$ cat config.mk
export PLATFORM = sky130hd
export DESIGN_NAME = seq_decode
export DESIGN_NICKNAME = d
export VERILOG_FILES = /design/src/rtl/seq_decode.sv
export SDC_FILE = /design/constraint.sdc
export NUM_CORES = 1
export LEC_CHECK = 0
export BUFFER_PORTS_ARGS = -buffer_cell sky130_fd_sc_hd__buf_2
export CORE_AREA = 2 2 39 41
export DETAILED_ROUTE_END_ITERATION = 10
export DIE_AREA = 0 0 41 43
export HOLD_SLACK_MARGIN = 0.05
export PLACE_DENSITY_LB_ADDON = 0.25
export SLEW_MARGIN = 20
export SYNTH_ARGS = -nofsm -noshare
export SYNTH_HDL_FRONTEND = slang
export SYNTH_SLANG_ARGS = --single-unit
$ cat constraint.sdc
create_clock -name clk_i -period 3.78 [get_ports clk_i]
set_clock_uncertainty 0.2 [all_clocks]
set_input_delay 0.378 -clock clk_i [delete_from_list [all_inputs] [get_ports clk_i]]
set_output_delay 0.378 -clock clk_i [all_outputs]
set_load 0.03 [all_outputs]
$ cat src/rtl/seq_decode.sv
// Phase sequencer and opcode decoder for the accumulator CPU.
// State | meaning: IDLE wait RUN edge | FETCH load IR | EXEC1 decode/execute | EXEC2 memory-data cycle | HALT stopped by STP
module seq_decode #(
   parameter int DATA_W = 8,
   parameter int OPC_W  = 4
) (
   input  logic              clk_i,
   input  logic              rst_i,
   input  logic              run_i,
   input  logic              step_mode_i,
   input  logic [OPC_W-1:0]  ir_i,
   input  logic [DATA_W-1:0] acc_i,
   output logic              fetch_o,
   output logic              exec1_o,
   output logic              exec2_o,
   output logic              ir_load_o,
   output logic              extra_o,
   output logic              wren_o,
   output logic              mux1_o,
   output logic              mux3_o,
   output logic              pc_sload_o,
   output logic              pc_cnt_en_o,
   output logic              acc_en_o,
   output logic              acc_load_o,
   output logic              addsub_o,
   output logic              halted_o,
   output logic              illegal_o
);

   localparam logic [2:0] S_IDLE  = 3'd0;
   localparam logic [2:0] S_FETCH = 3'd1;
   localparam logic [2:0] S_EXEC1 = 3'd2;
   localparam logic [2:0] S_EXEC2 = 3'd3;
   localparam logic [2:0] S_HALT  = 3'd4;

   logic [2:0]       state_q, state_d;
   logic             run_q;
   logic             illegal_q, illegal_d;
   logic             run_rise;
   logic [OPC_W-1:0] ir_hi;
   logic             hi_nz;
   logic [3:0]       lo;
   logic             op_lda, op_sta, op_add, op_sub, op_jmp, op_jmi, op_jeq, op_stp, op_ldi;
   logic             op_ill, op_rd;
   logic             flag_eq, flag_mi;
   logic             st_fetch, st_exec1, st_exec2, st_halt;

   assign run_rise = run_i & ~run_q;

   // Any set bit above the 4-bit opcode field makes the instruction illegal.
   assign ir_hi  = ir_i >> 4;
   assign hi_nz  = |ir_hi;
   assign lo     = ir_i[3:0];
   assign op_lda = ~hi_nz & (lo == 4'd0);
   assign op_sta = ~hi_nz & (lo == 4'd1);
   assign op_add = ~hi_nz & (lo == 4'd2);
   assign op_sub = ~hi_nz & (lo == 4'd3);
   assign op_jmp = ~hi_nz & (lo == 4'd4);
   assign op_jmi = ~hi_nz & (lo == 4'd5);
   assign op_jeq = ~hi_nz & (lo == 4'd6);
   assign op_stp = ~hi_nz & (lo == 4'd7);
   assign op_ldi = ~hi_nz & (lo == 4'd8);
   assign op_ill = hi_nz | (lo > 4'd8);
   assign op_rd  = op_lda | op_add | op_sub;

   assign flag_eq = (acc_i == '0);
   assign flag_mi = acc_i[DATA_W-1];

   assign st_fetch = (state_q == S_FETCH);
   assign st_exec1 = (state_q == S_EXEC1);
   assign st_exec2 = (state_q == S_EXEC2);
   assign st_halt  = (state_q == S_HALT);

   assign fetch_o     = st_fetch;
   assign exec1_o     = st_exec1;
   assign exec2_o     = st_exec2;
   assign ir_load_o   = st_fetch;
   assign halted_o    = st_halt;
   assign illegal_o   = illegal_q;
   assign extra_o     = st_exec1 & op_rd;
   assign mux1_o      = st_exec1 & (op_rd | op_sta);
   assign wren_o      = st_exec1 & op_sta;
   assign mux3_o      = (st_exec2 & op_lda) | (st_exec1 & op_ldi);
   assign acc_en_o    = (st_exec2 & op_rd) | (st_exec1 & op_ldi);
   assign acc_load_o  = acc_en_o;
   assign addsub_o    = st_exec2 & op_add;
   assign pc_sload_o  = st_exec1 & (op_jmp | (op_jmi & flag_mi) | (op_jeq & flag_eq));
   assign pc_cnt_en_o = (st_exec2 & op_rd)
                      | (st_exec1 & (op_sta | op_ldi | op_stp | op_ill
                                     | (op_jmi & ~flag_mi) | (op_jeq & ~flag_eq)));

   always_comb begin
      state_d   = state_q;
      illegal_d = illegal_q | (st_exec1 & op_ill);
      case (state_q)
         S_IDLE:  if (run_rise) state_d = S_FETCH;
         S_FETCH: state_d = S_EXEC1;
         S_EXEC1: begin
            if (op_rd)            state_d = S_EXEC2;
            else if (op_stp)      state_d = S_HALT;
            else if (step_mode_i) state_d = S_IDLE;
            else                  state_d = S_FETCH;
         end
         S_EXEC2: state_d = step_mode_i ? S_IDLE : S_FETCH;
         S_HALT:  if (run_rise) state_d = S_FETCH;
         default: state_d = S_IDLE;
      endcase
   end

   always_ff @(posedge clk_i or posedge rst_i) begin
      if (rst_i) begin
         state_q   <= S_IDLE;
         run_q     <= 1'b0;
         illegal_q <= 1'b0;
      end else begin
         state_q   <= state_d;
         run_q     <= run_i;
         illegal_q <= illegal_d;
      end
   end

endmodule

==> results.cfg, run 1 <==
[drt]
drc = 0
wirelength_um = 1032
drt_first_pass_iters = 4
vias = 489
wire_per_inst_um = 10.22
drt_iter0_drc = 5
drtAntennaViolNets = 0
via_per_inst = 4.842

[timing]
tns_ns = 0
final-setup-viol-count = 0
rsz0062_at_grt = no
fmax_ghz = 0.4383
max_slew_margin = 0.7521
tightest_slew_ns = 0.3718
finalHoldViolCount = 0
maxSlewViolCount = 0
finalCritPeriodShare = 0.6036
holdWs_ns = 0.2597
fin_ws_ns = 1.498
period_needed_ns = 2.282

[global_route]
grt_util_all_layers = 0.1251
grt_overflow_total = 0
grt_max_degree = 11
antenna_found_initial = 0
grt_pass1_wl_um = 1559
grt_pass1_vias = 414

[layout]
stdcell_area_um2 = 640.6
syn2layout_area_growth_pct = 42.62
fin_cells = 101
layout-drive-gt1-share = 0.4588
diodes = 0
fin_nets = 102
nFillCells = 149
layout_common_cells = buf_2 (30), nor2_1 (6), dfrtp_1 (5)
mostFrequentLayoutCell = buf_2

[worst_setup_path]
crit_type = reg -> out
r2r_cells = 4
worstPathRequired_ns = 3.20
setup.worst_path.start = state_q[2]
worstPathArrival_ns = 1.70
timing.rr.start = state_q[2]
start_kind = flip-flop
r2r_slack_ns = 2.21
cp_max_fo = 6
endpoint = acc_en_o
critPathCaptureType = output pin
timing.rr.end = state_q[0]

[power_and_ir_drop]
cellLeakagePower_nw = 0.3186
peakVddDrop_mv = 0.3245
powerDensity_nw_per_um2 = 530.5

[clock_network]
cts-root-buf = clkbuf_4
clock_sinks = 5
hold_buffers = 1
cts_buffers = 3
max-clock-path-buffers = 2
htree_levels = 1
clk_pin_slew_ns = 0.04
cts_tree = done
cts_resized = 0
cts_setup_buffers = 0
clock_latency_ns = 0.24

[yosys]
synth_cell_types = 30
seq_area_frac_synth = 0.2786
postSynthAreaPerCell_um2 = 8.475
ys_ff_latch = 5
netlist_instances = 53
yosys_warnings = 0
syn_area_um2 = 449.2
mappedNetlistNets = 69

[floorplan]
ios = 31
die_y_um = 43
core.rowCount = 14
die_area_um2 = 1763
die_w_um = 41
core_area_um2 = 1384
start_util = 0.3246

[place]
placed_area_um2 = 594.3
placed_cells = 95
dp_slack_ns = 1.731
routabilityCongestion = 0.7307
place_hpwl_um = 825.8
port_buffers = 30

[outcome]
status = complete, no violations

[hold_path]
holdCritPathClass = reg -> reg

[job]
drv_cap = 0
## state kept, by name, summed over array words and instances, names as in the netlist
signal	cells
run_q	1
state_q	3
illegal_o	1
## layer usage
metal	up-vias	track usage	wire [um]	share of wire
li1	254	-	-	-
met1	215	0.1601	475	0.46
met2	18	0.1875	483	0.47
met3	2	0.01571	60	0.058
met4	0	0.08000	12	0.012
met5	-	0	0	0
## worst min-delay path by stage
stage,startpoint,endpoint,slack (ns),cells after the start
2_1_floorplan,rst_i,illegal_o,-0.04,1
3_5_place_dp,rst_i,illegal_o,0.08,2
5_1_grt,illegal_o,illegal_o,0.28,1
4_1_cts,run_i,run_q,0.05,1
6_report,illegal_o,illegal_o,0.26,1
3_3_place_gp,rst_i,illegal_o,0.08,2
## synthesized netlist by cell type
cell type  n  area share
buf_2      2       0.022
nand2b_4   1       0.031
and3b_1    1       0.020
nor3b_1    1       0.017
o22ai_1    1       0.014
and2_1     2       0.028
o22a_1     1       0.020
nand2b_1   1       0.014
dfrtp_1    5        0.28
nand2_1    2       0.017
or2_2      1       0.014
nand4b_1   1       0.020
inv_1      3       0.025
mux2_2     1       0.025
nor3_1     3       0.033
nor2b_1    3       0.042
or3_1      1       0.014
a221oi_1   1       0.020
xnor2_1    1       0.020
and4b_1    1       0.022
o21ai_0    3       0.033
o32ai_1    1       0.020
nor4b_1    1       0.020
a31o_2     1       0.020
buf_4      2       0.033
nor4_1     3       0.042
nor2_1     6       0.050
nor4_4     1       0.047
or2_4      1       0.020
o311a_1    1       0.022
## logic make-up (layout without fill, tap and decap cells)
| kind of cell | Yosys count | in the layout | synth area share |
|---|---|---|---|
| buf+inv | 7 | 39 | 0.08077 |
| flops | 5 | 5 | 0.2786 |
| compound gates | 9 | 9 | 0.1476 |
| simple gates | 30 | 30 | 0.4485 |
| xor+xnor | 1 | 1 | 0.01950 |
| mux | 1 | 1 | 0.02507 |
## final cells by class
type	count	area, um^2	share of cell area
multi-input combinational	41	287.8	0.4492
sequential	5	125.1	0.1953
timing repair buffer	32	170.2	0.2656
inverter	3	11.26	0.01758
clock buffer	4	26.28	0.04102
tap	16	20.02	0.03125
## per-stage QoR
step | utilization | total power, W
after global routing | 0.4629 | 0.0003683
after detailed placement | 0.4295 | 0.0002805
final | 0.4629 | 0.0003398
after floorplan | - | 0.0002405
after CTS | 0.4557 | 0.0003444
after global placement | 0.4295 | 0.0002808
## critical path: stages, from the launching register on
cell and delay (ns):
dfrtp_1 0.41, nand2b_4 0.19, or2_4 0.26, nor4_1 0.34, buf_2 0.26
## report_power, final
part / total, W / internal [W] / switching (W)
registers: 0.0000932 / 0.0000664 / 0.0000268
clock network: 0.0000599 / 0.0000398 / 0.0000201
logic: 0.000187 / 0.0000683 / 0.000118
No activity file was read; power rests on OpenSTA's default activity.
==> run 2: changes to the inputs <==
--- a/config.mk
+++ b/config.mk
@@ -5,6 +5,7 @@
 export SDC_FILE = /design/constraint.sdc
 export NUM_CORES = 1
 export LEC_CHECK = 0
+export ABC_AREA = 1
 export BUFFER_PORTS_ARGS = -buffer_cell sky130_fd_sc_hd__buf_2
 export CORE_AREA = 2 2 39 41
 export DETAILED_ROUTE_END_ITERATION = 10
==> constraint.sdc (replaced) <==
create_clock -name clk_i -period 2.07 [get_ports clk_i]
set_clock_uncertainty 0.2 [all_clocks]
set_input_delay 0.207 -clock clk_i [delete_from_list [all_inputs] [get_ports clk_i]]
set_output_delay 0.207 -clock clk_i [all_outputs]
set_load 0.03 [all_outputs]
==> results.cfg, run 2 <==
[timing]
period_needed_ns = 1.859
holdWs_ns = 0.1096
finalCritPeriodShare = 0.8980
finalHoldViolCount = 0
max_slew_margin = 0.8343
fin_ws_ns = 0.2110
tns_ns = 0
final-setup-viol-count = 0
rsz0062_at_grt = no
tightest_slew_ns = 0.2466
maxSlewViolCount = 0
fmax_ghz = 0.5379

[floorplan]
start_util = 0.3237
die_y_um = 43
die_area_um2 = 1763
ios = 31
die_w_um = 41
core_area_um2 = 1384
core.rowCount = 14

[drt]
wire_per_inst_um = 8.700
drc = 0
drt_iter0_drc = 3
drt_first_pass_iters = 2
vias = 522
via_per_inst = 4.350
drtAntennaViolNets = 0
wirelength_um = 1044

[worst_setup_path]
r2r_cells = 5
crit_type = reg -> out
path_cells = inv_4 > nand3_2 > or2_1 > o31ai_1 > buf_2
r2r_slack_ns = 0.81
crit_buf_inv = 2
worstPathArrival_ns = 1.45
critPathCaptureType = output pin
start_kind = flip-flop
setup.worst_path.start = state_q[0]
timing.rr.end = state_q[0]
cp_max_fo = 7
worstPathRequired_ns = 1.66
slowest_delay_ns = 0.42
slowest_stage = dfrtp_1
timing.rr.start = state_q[0]
crit_family = flip-flops

[global_route]
grt_util_all_layers = 0.1413
grt_overflow_total = 0
grt_pass1_vias = 466
grt_pass1_wl_um = 1697
grt_max_degree = 8
antenna_found_initial = 0

[place]
place_hpwl_um = 880.1
routabilityCongestion = 0.7243
dp_slack_ns = 0.4444
port_buffers = 30
placed_cells = 113

[yosys]
seq_area_frac_synth = 0.2793
yosys_warnings = 0
mappedNetlistNets = 85
async_flop_share = 1.000
ys_ff_latch = 5
syn_area_um2 = 447.9
synth_cell_types = 25
synth.most_common_cell = nor2_1
ys_top_cells_by_area = dfrtp_1 (28%), nor2_1 (12%), nand2_1 (9.2%)
synth_flop_cell = dfrtp_1
synth_edf_count = 0
yosysTopAreaCell = dfrtp_1
synth_top_area_frac = 0.2793
synth_top_cells_by_count = nor2_1 (14), nand2_1 (11), inv_1 (6), dfrtp_1 (5), inv_2 (4)
netlist_instances = 69
postSynthAreaPerCell_um2 = 6.492

[layout]
fin_cells = 120
largest_reg_flops = 3
mostFrequentLayoutCell = buf_2
regMostFlops = state_q
diodes = 0
nFillCells = 151
syn2layout_area_growth_pct = 47.21
layout_common_cells = buf_2 (30), nor2_1 (14), nand2_1 (11)
register_area_um2 = 125.1
fin_nets = 121
multi_input_area_um2 = 264.0
layout-drive-gt1-share = 0.4423

[job]
drv_cap = 0

[clock_network]
cts_tree = done
clock_sinks = 5
max-clock-path-buffers = 2
cts_setup_buffers = 0
htree_levels = 1
clock_latency_ns = 0.24
clk_pin_slew_ns = 0.04
cts_resized = 0
cts-root-buf = clkbuf_4
cts_buffers = 3

[power_and_ir_drop]
power_w = 0.0005940
cellLeakagePower_nw = 0.3660
powerDensity_nw_per_um2 = 900.8
peakVddDrop_mv = 0.6459

[hold_path]
holdCritPathClass = in -> reg
whs_path_depth = 2
hold_path_end = illegal_o
hold_start = ir_i[3]

[outcome]
status = complete, no violations
-- run 2: cell types whose count changed in the layout (fill, tap and decap cells not counted), moves of 3 or more --
cell,delta
inv_1,+3
inv_2,+4
nand2_1,+9
nor2_1,+8
nor2b_1,-3
o21ai_1,+3
or2_1,+3
-- run 2: repair_timing --
item                       in CTS  in global routing
setup endpoints to repair       0                  0
hold buffers                    3                  0
hold endpoints to repair        7                  0
-- run 2: worst max path at each step --
stage,depth (start not counted),to
after floorplan,5,mux3_o
after global placement,5,mux3_o
after detailed placement,5,mux3_o
after CTS,5,mux3_o
after global routing,7,acc_en_o
final,5,mux3_o
-- run 2: cell type report --
cell class                 instances  area share
tap                               16     0.03036
timing repair buffer              33      0.2732
multi-input combinational         51      0.4004
clock buffer                       4     0.03985
sequential                         5      0.1898
inverter                          11     0.06641
-- run 2: kinds of logic after synthesis --
| logic type | after synthesis | share of synthesized area |
|---|---|---|
| and+or+nand+nor | 41 | 0.4497 |
| buffers and inverters | 13 | 0.1313 |
| AOI/OAI and AO/OA | 10 | 0.1397 |
| DFF | 5 | 0.2793 |
-- run 2: per-stage QoR --
step,util,cell area (um^2)
final,0.4765,659.4
after global routing,0.4765,659.4
after CTS,0.4765,659.4
after detailed placement,0.4358,603.1
after global placement,0.4358,603.1
after floorplan,-,447.9
-- run 2: where the power goes --
part / switching (W) / internal, W / total [W]
sequential: 0.0000288 / 0.000121 / 0.000150
clock: 0.0000376 / 0.0000727 / 0.000110
combinational: 0.000228 / 0.000106 / 0.000334
total: 0.000294 / 0.000300 / 0.000594
-- run 2: metal layers --
layer / routed length, um / part of all wire / GRT usage
met5: 0 / 0 / 0
met4: 0 / 0 / 0.1000
met3: 79 / 0.076 / 0.01571
met2: 512 / 0.49 / 0.2125
met1: 452 / 0.43 / 0.1765
